$ cat config.mk
export PLATFORM = sky130hd
export DESIGN_NAME = perf_counter_bank
export DESIGN_NICKNAME = d
export VERILOG_FILES = /design/src/rtl/perf_counter_bank.sv
export SDC_FILE = /design/constraint.sdc
export NUM_CORES = 1
export LEC_CHECK = 0
export CELL_PAD_IN_SITES_DETAIL_PLACEMENT = 0
export CELL_PAD_IN_SITES_GLOBAL_PLACEMENT = 1
export CORE_UTILIZATION = 49
export CTS_CLUSTER_SIZE = 25
export DETAILED_ROUTE_END_ITERATION = 10
export MAX_ROUTING_LAYER = met4
export PLACE_DENSITY_LB_ADDON = 0.1
export SYNTH_ARGS = -nofsm -noshare
export SYNTH_HDL_FRONTEND = slang
export SYNTH_SLANG_ARGS = --single-unit
$ cat constraint.sdc
create_clock -name clk -period 3.1 [get_ports clk]
set_input_delay 0.62 -clock clk [delete_from_list [all_inputs] [get_ports clk]]
set_output_delay 0.62 -clock clk [all_outputs]
set_load 0.01 [all_outputs]
$ cat src/rtl/perf_counter_bank.sv
// Multi-channel cycle-counter bank driven by 32-bit command words, with per-channel
// run state, sticky overflow and snapshot shadows. Define PERF_CNT_SATURATE_EN to saturate instead of wrap.
module perf_counter_bank #(
    parameter int NUM_CH = 4,
    parameter int CNT_W  = 32
) (
    input  logic              clk,
    input  logic              reset,
    input  logic [31:0]       trigger,
    input  logic [3:0]        rd_sel,
    output logic [CNT_W-1:0]  rd_data,
    output logic [NUM_CH-1:0] running,
    output logic [NUM_CH-1:0] overflow,
    output logic              cmd_err
);

    localparam logic [3:0] OP_START    = 4'd1;
    localparam logic [3:0] OP_STOP     = 4'd2;
    localparam logic [3:0] OP_CLEAR    = 4'd3;
    localparam logic [3:0] OP_SNAPSHOT = 4'd4;

    typedef enum logic [1:0] {
        IDLE     = 2'd0,
        COUNTING = 2'd1,
        STOPPED  = 2'd2
    } ch_state_t;

    logic [3:0] opcode;
    logic [3:0] ch_idx;
    logic       bcast;
    logic       op_valid;
    logic       idx_bad;
    logic       unused_trigger_bits;

    assign opcode   = trigger[3:0];
    assign ch_idx   = trigger[11:8];
    assign bcast    = trigger[15];
    assign op_valid = (opcode >= OP_START) && (opcode <= OP_SNAPSHOT);
    assign idx_bad  = {1'b0, ch_idx} >= 5'(NUM_CH);
    assign unused_trigger_bits = ^{trigger[31:16], trigger[14:12], trigger[7:4]};

    always_ff @(posedge clk or negedge reset) begin
        if (!reset) begin
            cmd_err <= 1'b0;
        end else begin
            cmd_err <= op_valid && !bcast && idx_bad;
        end
    end

    logic [CNT_W-1:0] shadow_vec [NUM_CH];

    genvar gi;
    generate
        for (gi = 0; gi < NUM_CH; gi++) begin : g_ch
            ch_state_t        state_reg, state_next;
            logic [CNT_W-1:0] cnt_reg, cnt_next;
            logic [CNT_W-1:0] shadow_reg;
            logic             ovf_reg, ovf_next;
            logic             hit;
            logic             do_start, do_stop, do_clear, do_snap, do_inc;

            // An out-of-range index never matches any channel, so bad commands fall through here.
            assign hit      = op_valid && (bcast || (ch_idx == 4'(gi)));
            assign do_start = hit && (opcode == OP_START);
            assign do_stop  = hit && (opcode == OP_STOP);
            assign do_clear = hit && (opcode == OP_CLEAR);
            assign do_snap  = hit && (opcode == OP_SNAPSHOT);
            assign do_inc   = do_start || ((state_reg == COUNTING) && !do_stop && !do_clear);

            always_comb begin
                state_next = state_reg;
                cnt_next   = cnt_reg;
                ovf_next   = ovf_reg;
                case (state_reg)
                    IDLE:     if (do_start) state_next = COUNTING;
                    COUNTING: if (do_stop)  state_next = STOPPED;
                    STOPPED:  if (do_start) state_next = COUNTING;
                    default:  state_next = IDLE;
                endcase
                if (do_clear) begin
                    cnt_next = '0;
                    ovf_next = 1'b0;
                end else if (do_inc) begin
                    if (cnt_reg == '1) begin
                        ovf_next = 1'b1;
`ifdef PERF_CNT_SATURATE_EN
                        cnt_next = cnt_reg;
`else
                        cnt_next = '0;
`endif
                    end else begin
                        cnt_next = cnt_reg + CNT_W'(1);
                    end
                end
            end

            always_ff @(posedge clk or negedge reset) begin
                if (!reset) begin
                    state_reg  <= IDLE;
                    cnt_reg    <= '0;
                    ovf_reg    <= 1'b0;
                    shadow_reg <= '0;
                end else begin
                    state_reg <= state_next;
                    cnt_reg   <= cnt_next;
                    ovf_reg   <= ovf_next;
                    // Shadow captures the value before this edge's increment or clear.
                    if (do_snap) begin
                        shadow_reg <= cnt_reg;
                    end
                end
            end

            assign running[gi]    = (state_reg == COUNTING);
            assign overflow[gi]   = ovf_reg;
            assign shadow_vec[gi] = shadow_reg;
        end
    endgenerate

    logic [CNT_W-1:0] rd_mux;

    always_comb begin
        rd_mux = '0;
        for (int i = 0; i < NUM_CH; i++) begin
            if (rd_sel == 4'(i)) begin
                rd_mux = shadow_vec[i];
            end
        end
    end

    always_ff @(posedge clk or negedge reset) begin
        if (!reset) begin
            rd_data <= '0;
        end else begin
            rd_data <= rd_mux;
        end
    end

endmodule
[Word level (Yosys, flattened, before mapping)]
Index checks and enable logic that the tools add are counted.
W data, S select, Z words.
Cells by class
  $add $sub $neg: 4
  magnitude comparators: 3
  equal/unequal tests: 30
  multiplexer cells: 40
  reduce and logical (&&, ||, !) cells: 74
Operator list (number)
  $mux W32: 16
  $add A32 B1 Y32 const B: 4
  $eq A32 B32 Y1 const B: 4
  $logic_and A1 B1 Y1: 31
  $eq A4 B2 Y1 const B: 6
  $mux W2: 8
  $ne A2 B1 Y1 const B: 8
  $pmux W2 S2: 4
  $reduce_and A2 Y1: 8
  $reduce_bool A2 Y1: 8
  $eq A4 B1 Y1 const B: 3
  $mux W1: 12
  $logic_not A1 Y1: 9
  $eq A2 B1 Y1 const B: 4
  $eq A2 B2 Y1 const B: 4
  $logic_not A2 Y1: 4
  $logic_not A4 Y1: 2
  $logic_or A1 B1 Y1: 8
  $reduce_or A2 Y1: 4
  $eq A4 B3 Y1 const B: 1
  $ge A4 B1 Y1 const B: 1
  $ge A4 B3 Y1 const B: 1
  $le A4 B3 Y1 const B: 1
Word-level totals
  flip-flop bits (word level): 301
  bits of input ports: 38
  output and inout port bits: 41
  word-level logic and storage cells: 169

[Longest topological paths before layout]
Gate-level depths: netlist of run 1.
  depth after elaboration: 10
  depth in mapped cells: 9
  depth with buffers taken out: 6

[Least setup slack after synthesis of run 1]
No wires, ideal clock.
  path kind: input -> register
  from: in trigger[2]
  to: reg g_ch[1].cnt_reg[20]
  setup time: 0.110 ns
  data arrival time: 2.286 ns
  data required time: 2.990 ns
  setup slack: 0.703 ns
  cell stages on the path: 9
  buffers on the path: 4
  cells stage by stage: buf_2 -> nor4bb_2 -> a311o_1 -> buf_2 -> and2_1 -> buf_2 -> clkbuf_1 -> o21ai_0 -> o41ai_1
On the way
  longest elaborated chain between the ends: 9
  elaborated cells between the ends (all ways): 17
  those cells by class: order compare (2); eq/ne (3); mux (1); reduce/logical (11)
Ends and longest elaborated chain
  from (decl): line 9  | input logic [31:0] trigger,
  $ge A4 B1 Y1 / $le A4 B3 Y1 (equally long branches): line 38  | assign op_valid = (opcode >= OP_START) && (opcode <= OP_SNAPSHOT);
  $logic_and A1 B1 Y1: line 38
  $logic_and A1 B1 Y1: line 63  | assign hit = op_valid && (bcast || (ch_idx == 4'(gi)));
  $logic_and A1 B1 Y1: line 65  | assign do_stop = hit && (opcode == OP_STOP);
  $logic_not A1 Y1: line 68  | assign do_inc = do_start || ((state_reg == COUNTING) && !do_stop && !do_clear);
  $logic_and A1 B1 Y1 (2 in series): line 68
  $logic_or A1 B1 Y1: line 68
  $reduce_bool A2 Y1 (no source line)
  to (signal assigned): line 105  | cnt_reg <= cnt_next;
  to (decl): line 56  | logic [CNT_W-1:0] cnt_reg, cnt_next;
Several ways; a longest one is shown, not always the timed one.
A chain may end at the register's enable or synchronous reset.

[Final worst setup path of run 1]
  from: in trigger[10]
  to: reg g_ch[3].cnt_reg[7]
On the way
  longest elaborated chain between the ends: 9
  elaborated cells between the ends (all ways): 13
  those cells by class: eq/ne (1); mux (1); reduce/logical (11)
Ends and longest elaborated chain (line)
  $eq A4 B2 Y1 *: 63
  $logic_or A1 B1 Y1 *: 63
  $logic_and A1 B1 Y1 *: 63
  $logic_and A1 B1 Y1: 65
  $logic_not A1 Y1: 68
  $logic_and A1 B1 Y1 (2 in series): 68
  $logic_or A1 B1 Y1: 68
  $reduce_bool A2 Y1 (no source line)
  to (signal assigned): 105
  to (decl): 56
Every way passes the cells marked *; elsewhere a longest branch is shown, timed or not.

==> key figures, run 1 <==
Outcome
  • Status: finished clean

Finish
  • Cell area after layout: 17,200 um^2
  • Multi-input gate area: 6610 um^2
  • Fraction of layout cells with a size suffix above 1: 22.0%
  • Fillcell total: 2,457
  • Fin nets: 1,456
  • N_diodes: 0
  • Layout area overhead: 18.1%
  • Sequential Area: 7530 um^2
  • Final core occ: 59.3%

CTS
  • Inserted Clock Buffers: 34
  • Max H-tree Level: 2
  • Worst skew pair latency: 520 ps
  • CTS tree: built
  • Max clock buf depth: 3
  • Clock sink count: 301
  • Postcts setup bufs: 0
  • Clk slew on worst S/H paths: 60 ps
  • Post-cts hold buffer count: 0
  • Clk root buf: clkbuf_16
  • Post-CTS sizing: 0

STA
  • Actual slew at the worst max-slew pin: 1090 ps
  • Crit path time final: 2720 ps
  • Skew final: 15.4 ps
  • Final setup viols: 0
  • Final hold slack: 70.2 ps
  • Final hold violations: 0
  • Final worst-path cycle share: 87.8%
  • RSZ-0062 raised after global routing: no
  • Fmax: 0.368 GHz
  • Slew Viols, Final: 0
  • Relative slew margins: 27.0%

Worst setup path
  • Critical Path Max Stage Delay: 650 ps
  • CP Buf/Inv Count: 2
  • CP Cell Sequence: clkdlybuf4s50_1 > and4bb_2 > o21ai_1 > and2_1 > buf_4 > o21ai_0 > a21oi_1
  • Delay-heaviest family, CP: compound AO/OA/AOI/OAI gates
  • Slowest-stage cell, CP: o21ai_1
  • WS Path Type: input port to flip-flop
  • CP Capture Type: flip-flop
  • Worst Path Max Fanout: 11
  • Worst EP arrival: 3150 ps
  • Required @ worst endpoint: 3520 ps
  • CP Launch Type: input port

Yosys
  • Leading area contributor after synthesis: dfrtp_1
  • Mapped Area: 14,600 um^2
  • Top-area cell type share of the netlist area: 51.7%
  • Syn_nets: 1,352
  • Yosys reg bits: 301
  • Syn Inst Count: 1,310
  • Top cells by area, synth: dfrtp_1 (52%), mux2_2 (8.3%), mux4_2 (4.9%), o21ai_0 (2.7%), nand2_1 (2.6%)
  • Yosys cell types: 77
  • Post-synth EDFFs: 0
  • FFs w/ async S/R, synth: 100%
  • Ys Warns: 0
  • Mean Syn Cell Area: 11.1 um^2
  • Register area share after synthesis: 51.7%
  • Dominant synthesized flop cell: dfrtp_1

Power
  • Clock Power Share: 35.9%
  • P_sw: 3.41 mW
  • Reg power frac: 48.1%
  • Combinational share of power: 16.0%
  • Peak supply drop: 0.558 mV
  • Internal: 8.48 mW
  • Leak Pwr: 7.22 nW
  • Power density over the cells: 691 nW/um^2
  • Tot Pwr: 11.9 mW
  • Switching Share: 28.7%

Detailed routing
  • Vias: 11,000
  • Routed vias/inst: 6.02
  • Initial DRC Count: 826
  • DR WL/cell: 21.9 um
  • Routed Antenna Nets: 0
  • Total iterations of the first detailed-routing run: 5
  • Residual DRC: 0
  • Total length of routed wires: 39.8 mm

Die
  • Core Region: 29,000 um^2
  • Initial core utilization: 50.3%
  • Cell Rows: 62
  • Die area: 30,500 um^2
  • Die W: 175 um
  • DIE HEIGHT: 175 um
  • I/O pin count: 79

Global route
  • Largest net degree at the start of global routing: 80
  • Total Routing Usage GR: 27.9%
  • Initial antenna violation count: 0
  • Vias in the first global route: 10,500
  • GR Overflow Total: 0
  • First-pass GRT wire length: 62.8 mm

Worst hold path
  • Worst min-delay path category: input port to asynchronous set/reset pin

Placement
  • Final HPWL DP: 29.4 mm
  • PortBufs: 55
  • Placed cell area: 16,000 um^2
  • Gpl congestion: 0.898

Flow run
  • Max Cap Viol: 0
[worst paths after layout]
| check | from | to | slack, ps | depth (start not counted) |
|---|---|---|---|---|
| worst max-delay path | trigger[10] | g_ch[3].cnt_reg[7]$_DFFE_PN0P_ | 380 | 7 |
| worst min-delay path | reset | g_ch[0].cnt_reg[13]$_DFFE_PN0P_ | 70 | 1 |
| worst max register to register | g_ch[2].cnt_reg[20]$_DFFE_PN0P_ | g_ch[2].cnt_reg[15]$_DFFE_PN0P_ | 450 | 5 |
| worst min register to register | g_ch[2].shadow_reg[9]$_DFFE_PN0P_ | g_ch[2].shadow_reg[9]$_DFFE_PN0P_ | 470 | 2 |
| max in group asynchronous | reset | g_ch[3].shadow_reg[19]$_DFFE_PN0P_ | 2110 | 2 |
| min in group clk | g_ch[2].shadow_reg[9]$_DFFE_PN0P_ | g_ch[2].shadow_reg[9]$_DFFE_PN0P_ | 470 | 2 |
[metal layers]
layer | wire length, um | share of wire [%] | GRT usage, %
met5 | 0 | 0 | -
met4 | 1240 | 3.1 | 9.31
met3 | 1890 | 4.7 | 3.22
met2 | 18200 | 46 | 42.0
met1 | 18400 | 46 | 39.4
[cells by family after synthesis]
group / share of synthesized area, %
XOR/XNOR: 2.22
AND/OR/NAND/NOR: 16.5
AO/OA/AOI/OAI: 12.9
flip-flops: 51.7
multiplexers: 13.3
buffers and inverters: 3.15
adder cells (fa/ha/maj): 0.343
[synthesized netlist by cell type (all sizes together) (6+ instances only)]
cell type  number
and2            8
nor2           73
a31oi           9
nor2b          40
nor4            9
nand3          70
and4           17
nand4          28
o211ai          8
mux4           32
mux2          108
o2bb2ai         6
nor3           15
xor2            6
or3            20
buf            31
o31ai          25
o21a            6
inv            30
o21ai          88
or4            17
xnor2          31
a2111oi        13
and3           19
clkbuf         43
dfrtp         301
o22ai           7
a211oi         11
a21oi          54
nand2b          7
o41ai           6
nand2         102
o311ai          8
[worst register-to-register path, cell delays in order, from the launching register on]
cell	delay, ps
dfrtp_1	490
nand4_1	180
or4b_1	590
o31ai_1	790
o21ai_0	240
a21bo_2	250
[layout by cell type, fill, tap and decap left out, drive strengths merged, types with 25 or more instances in the layout]
cell,Yosys,routed
nand3,70,70
nand4,28,28
mux4,32,32
nand2,102,102
buf,31,89
o31ai,25,25
inv,30,31
dfrtp,301,301
xnor2,31,31
clkdlybuf4s50,0,53
o21ai,88,88
nor2b,40,40
a21oi,54,54
nor2,73,73
mux2,108,108
clkbuf,43,45
[cell type report]
type | instances | share of cell area [%]
clock buffer | 45 | 5.60
clock inverter | 12 | 1.24
inverter | 30 | 0.654
multi-input combinational | 905 | 38.4
sequential | 301 | 43.8
tap | 384 | 2.79
timing repair buffer | 142 | 7.57
[stage by stage]
step,instances,setup TNS [ps],setup slack [ps]
after CTS,1819,0,425
after floorplan,1310,0,703
after global placement,1762,-602,-67.7
after global routing,1819,0,209
after detailed placement,1762,-1420,-92.5
final,1819,0,379
[power by group through the flow]
stage | combinational, mW | sequential (mW) | clock [mW]
2_1_floorplan | 1.38 | 5.34 | 0
3_3_place_gp | 1.84 | 5.78 | 0
3_5_place_dp | 1.90 | 5.80 | 0
4_1_cts | 1.91 | 5.74 | 4.37
5_1_grt | 2.13 | 5.83 | 4.53
6_report | 1.90 | 5.73 | 4.27
No activity file was read; power rests on OpenSTA's default activity.
==> inputs of run 2 (changes only) <==
GPL_ROUTABILITY_DRIVEN = 0   (was not set)
==> results of run 2 <==
Same layout as run 1: the final DEF is identical, and so are final timing and power.
==> inputs of run 3 (changes only) <==
MAX_ROUTING_LAYER = not set   (was met4)
TNS_END_PERCENT = 50   (was not set)
==> run 3 against run 2 <==
Sequential power about the same. Register-to-register slack about the same. Combinational power is essentially flat. Final area stayed put. Clock skew is 2.0 ps lower. Sequential cell count unchanged. Setup slack gained 8.3 ps. Critical endpoint is now g_ch[3].cnt_reg[14]$_DFFE_PN0P_.
==> key figures, run 3 (same netlist as run 1, synthesis figures left out) <==
Outcome
  • Status: finished clean

Global route
  • Vias in the first global route: 10,500
  • Initial antenna violation count: 0
  • GR Overflow Total: 0
  • Total Routing Usage GR: 27.1%
  • Largest net degree at the start of global routing: 80
  • First-pass GRT wire length: 62.7 mm

Power
  • Power density over the cells: 691 nW/um^2
  • Peak supply drop: 0.555 mV
  • Leak Pwr: 7.22 nW

Detailed routing
  • Initial DRC Count: 875
  • DR WL/cell: 21.9 um
  • Routed vias/inst: 6.03
  • Total length of routed wires: 39.8 mm
  • Routed Antenna Nets: 0
  • Residual DRC: 0
  • Total iterations of the first detailed-routing run: 5
  • Vias: 11,000

Worst setup path
  • Worst EP arrival: 3110 ps
  • Required @ worst endpoint: 3500 ps
  • CP Capture Type: flip-flop
  • Worst Path Max Fanout: 11
  • WS Path Type: input port to flip-flop
  • CP Launch Type: input port

Finish
  • Cell area after layout: 17,200 um^2
  • Fin nets: 1,456
  • Most common cell after layout, fill and taps aside: dfrtp_1
  • N_diodes: 0
  • Final core occ: 59.3%
  • Final non-filler cell total: 1,819
  • Fraction of layout cells with a size suffix above 1: 22.0%
  • Layout area overhead: 18.1%
  • Commonest non-fill, non-tap cells in the layout: dfrtp_1 (301), mux2_2 (108), nand2_1 (101), o21ai_0 (80), buf_4 (79)

STA
  • Final WS setup: 387 ps
  • Fmax: 0.369 GHz
  • Slew Viols, Final: 0
  • Crit path time final: 2710 ps
  • Skew final: 13.4 ps
  • Final setup viols: 0
  • Actual slew at the worst max-slew pin: 1100 ps
  • Relative slew margins: 26.3%
  • Final worst-path cycle share: 87.5%
  • Final hold violations: 0
  • RSZ-0062 raised after global routing: no

CTS
  • CTS tree: built
  • Postcts setup bufs: 0
  • Max clock buf depth: 3
  • Post-CTS sizing: 0
  • Clk slew on worst S/H paths: 60 ps
  • Clock sink count: 301
  • Max H-tree Level: 2
  • Inserted Clock Buffers: 34
  • Clk root buf: clkbuf_16
  • Post-cts hold buffer count: 0
  • Worst skew pair latency: 520 ps

Placement
  • Final HPWL DP: 29.4 mm
  • PortBufs: 55
  • Placed cell count: 1,762
  • Worst slack at placement: -92.5 ps
  • Placed cell area: 16,000 um^2

Die
  • DIE HEIGHT: 175 um
  • Initial core utilization: 50.3%
  • I/O pin count: 79
  • Die area: 30,500 um^2
  • Core Region: 29,000 um^2
  • Die W: 175 um
  • Cell Rows: 62

Flow run
  • Max Cap Viol: 0

Worst hold path
  • Worst min-delay path category: input port to asynchronous set/reset pin
[run 3: cell counts in the layout (fill, tap and decap cells not counted)]
Identical to the previous run, type by type.
[run 3: cell type report]
| type | instances | area (um^2) |
|---|---|---|
| clock buffers | 45 | 963 |
| clock inverters | 12 | 214 |
| fillers | 2457 | 11800 |
| inverters | 30 | 113 |
| multi-input cells | 905 | 6610 |
| flip-flops and latches | 301 | 7530 |
| well taps | 384 | 480 |
| repair buffers | 142 | 1300 |
[run 3: final timing paths]
kind	from	endpoint	slack, ps	cells after the start
max in group asynchronous	reset	g_ch[3].shadow_reg[19]$_DFFE_PN0P_	2110	2
min in group clk	g_ch[2].shadow_reg[9]$_DFFE_PN0P_	g_ch[2].shadow_reg[9]$_DFFE_PN0P_	480	2
max	trigger[10]	g_ch[3].cnt_reg[14]$_DFFE_PN0P_	390	6
min	reset	g_ch[0].cnt_reg[13]$_DFFE_PN0P_	70	1
max reg2reg	g_ch[2].cnt_reg[20]$_DFFE_PN0P_	g_ch[2].cnt_reg[15]$_DFFE_PN0P_	440	5
min reg2reg	g_ch[2].shadow_reg[9]$_DFFE_PN0P_	g_ch[2].shadow_reg[9]$_DFFE_PN0P_	480	2
[run 3: power breakdown]
part	leakage (nW)	internal (mW)	switching (mW)
logic	2.78	1.04	0.861
registers	3.86	4.77	0.955
clock network	0.582	2.68	1.60
[run 3: critical path: stages]
cell and delay (ps):
clkdlybuf4s50_1 620, and4bb_2 300, o21ai_1 630, and2_1 480, nor2_1 210, a22o_1 240
[run 3: routing by layer]
layer	share of wire [%]	global-route usage, %
met4	3.2	9.24
met3	4.5	3.50
met2	46	41.9
met5	0	0
met1	47	39.4
[run 3: metrics by stage]
step / setup TNS [ps] / hold slack [ps] / total power [mW]
5_1_grt: 0 / 121 / 12.5
2_1_floorplan: 0 / 324 / 6.72
4_1_cts: 0 / 117 / 12.0
6_report: 0 / 68.8 / 11.9
3_3_place_gp: -602 / 463 / 7.62
3_5_place_dp: -1420 / 466 / 7.70
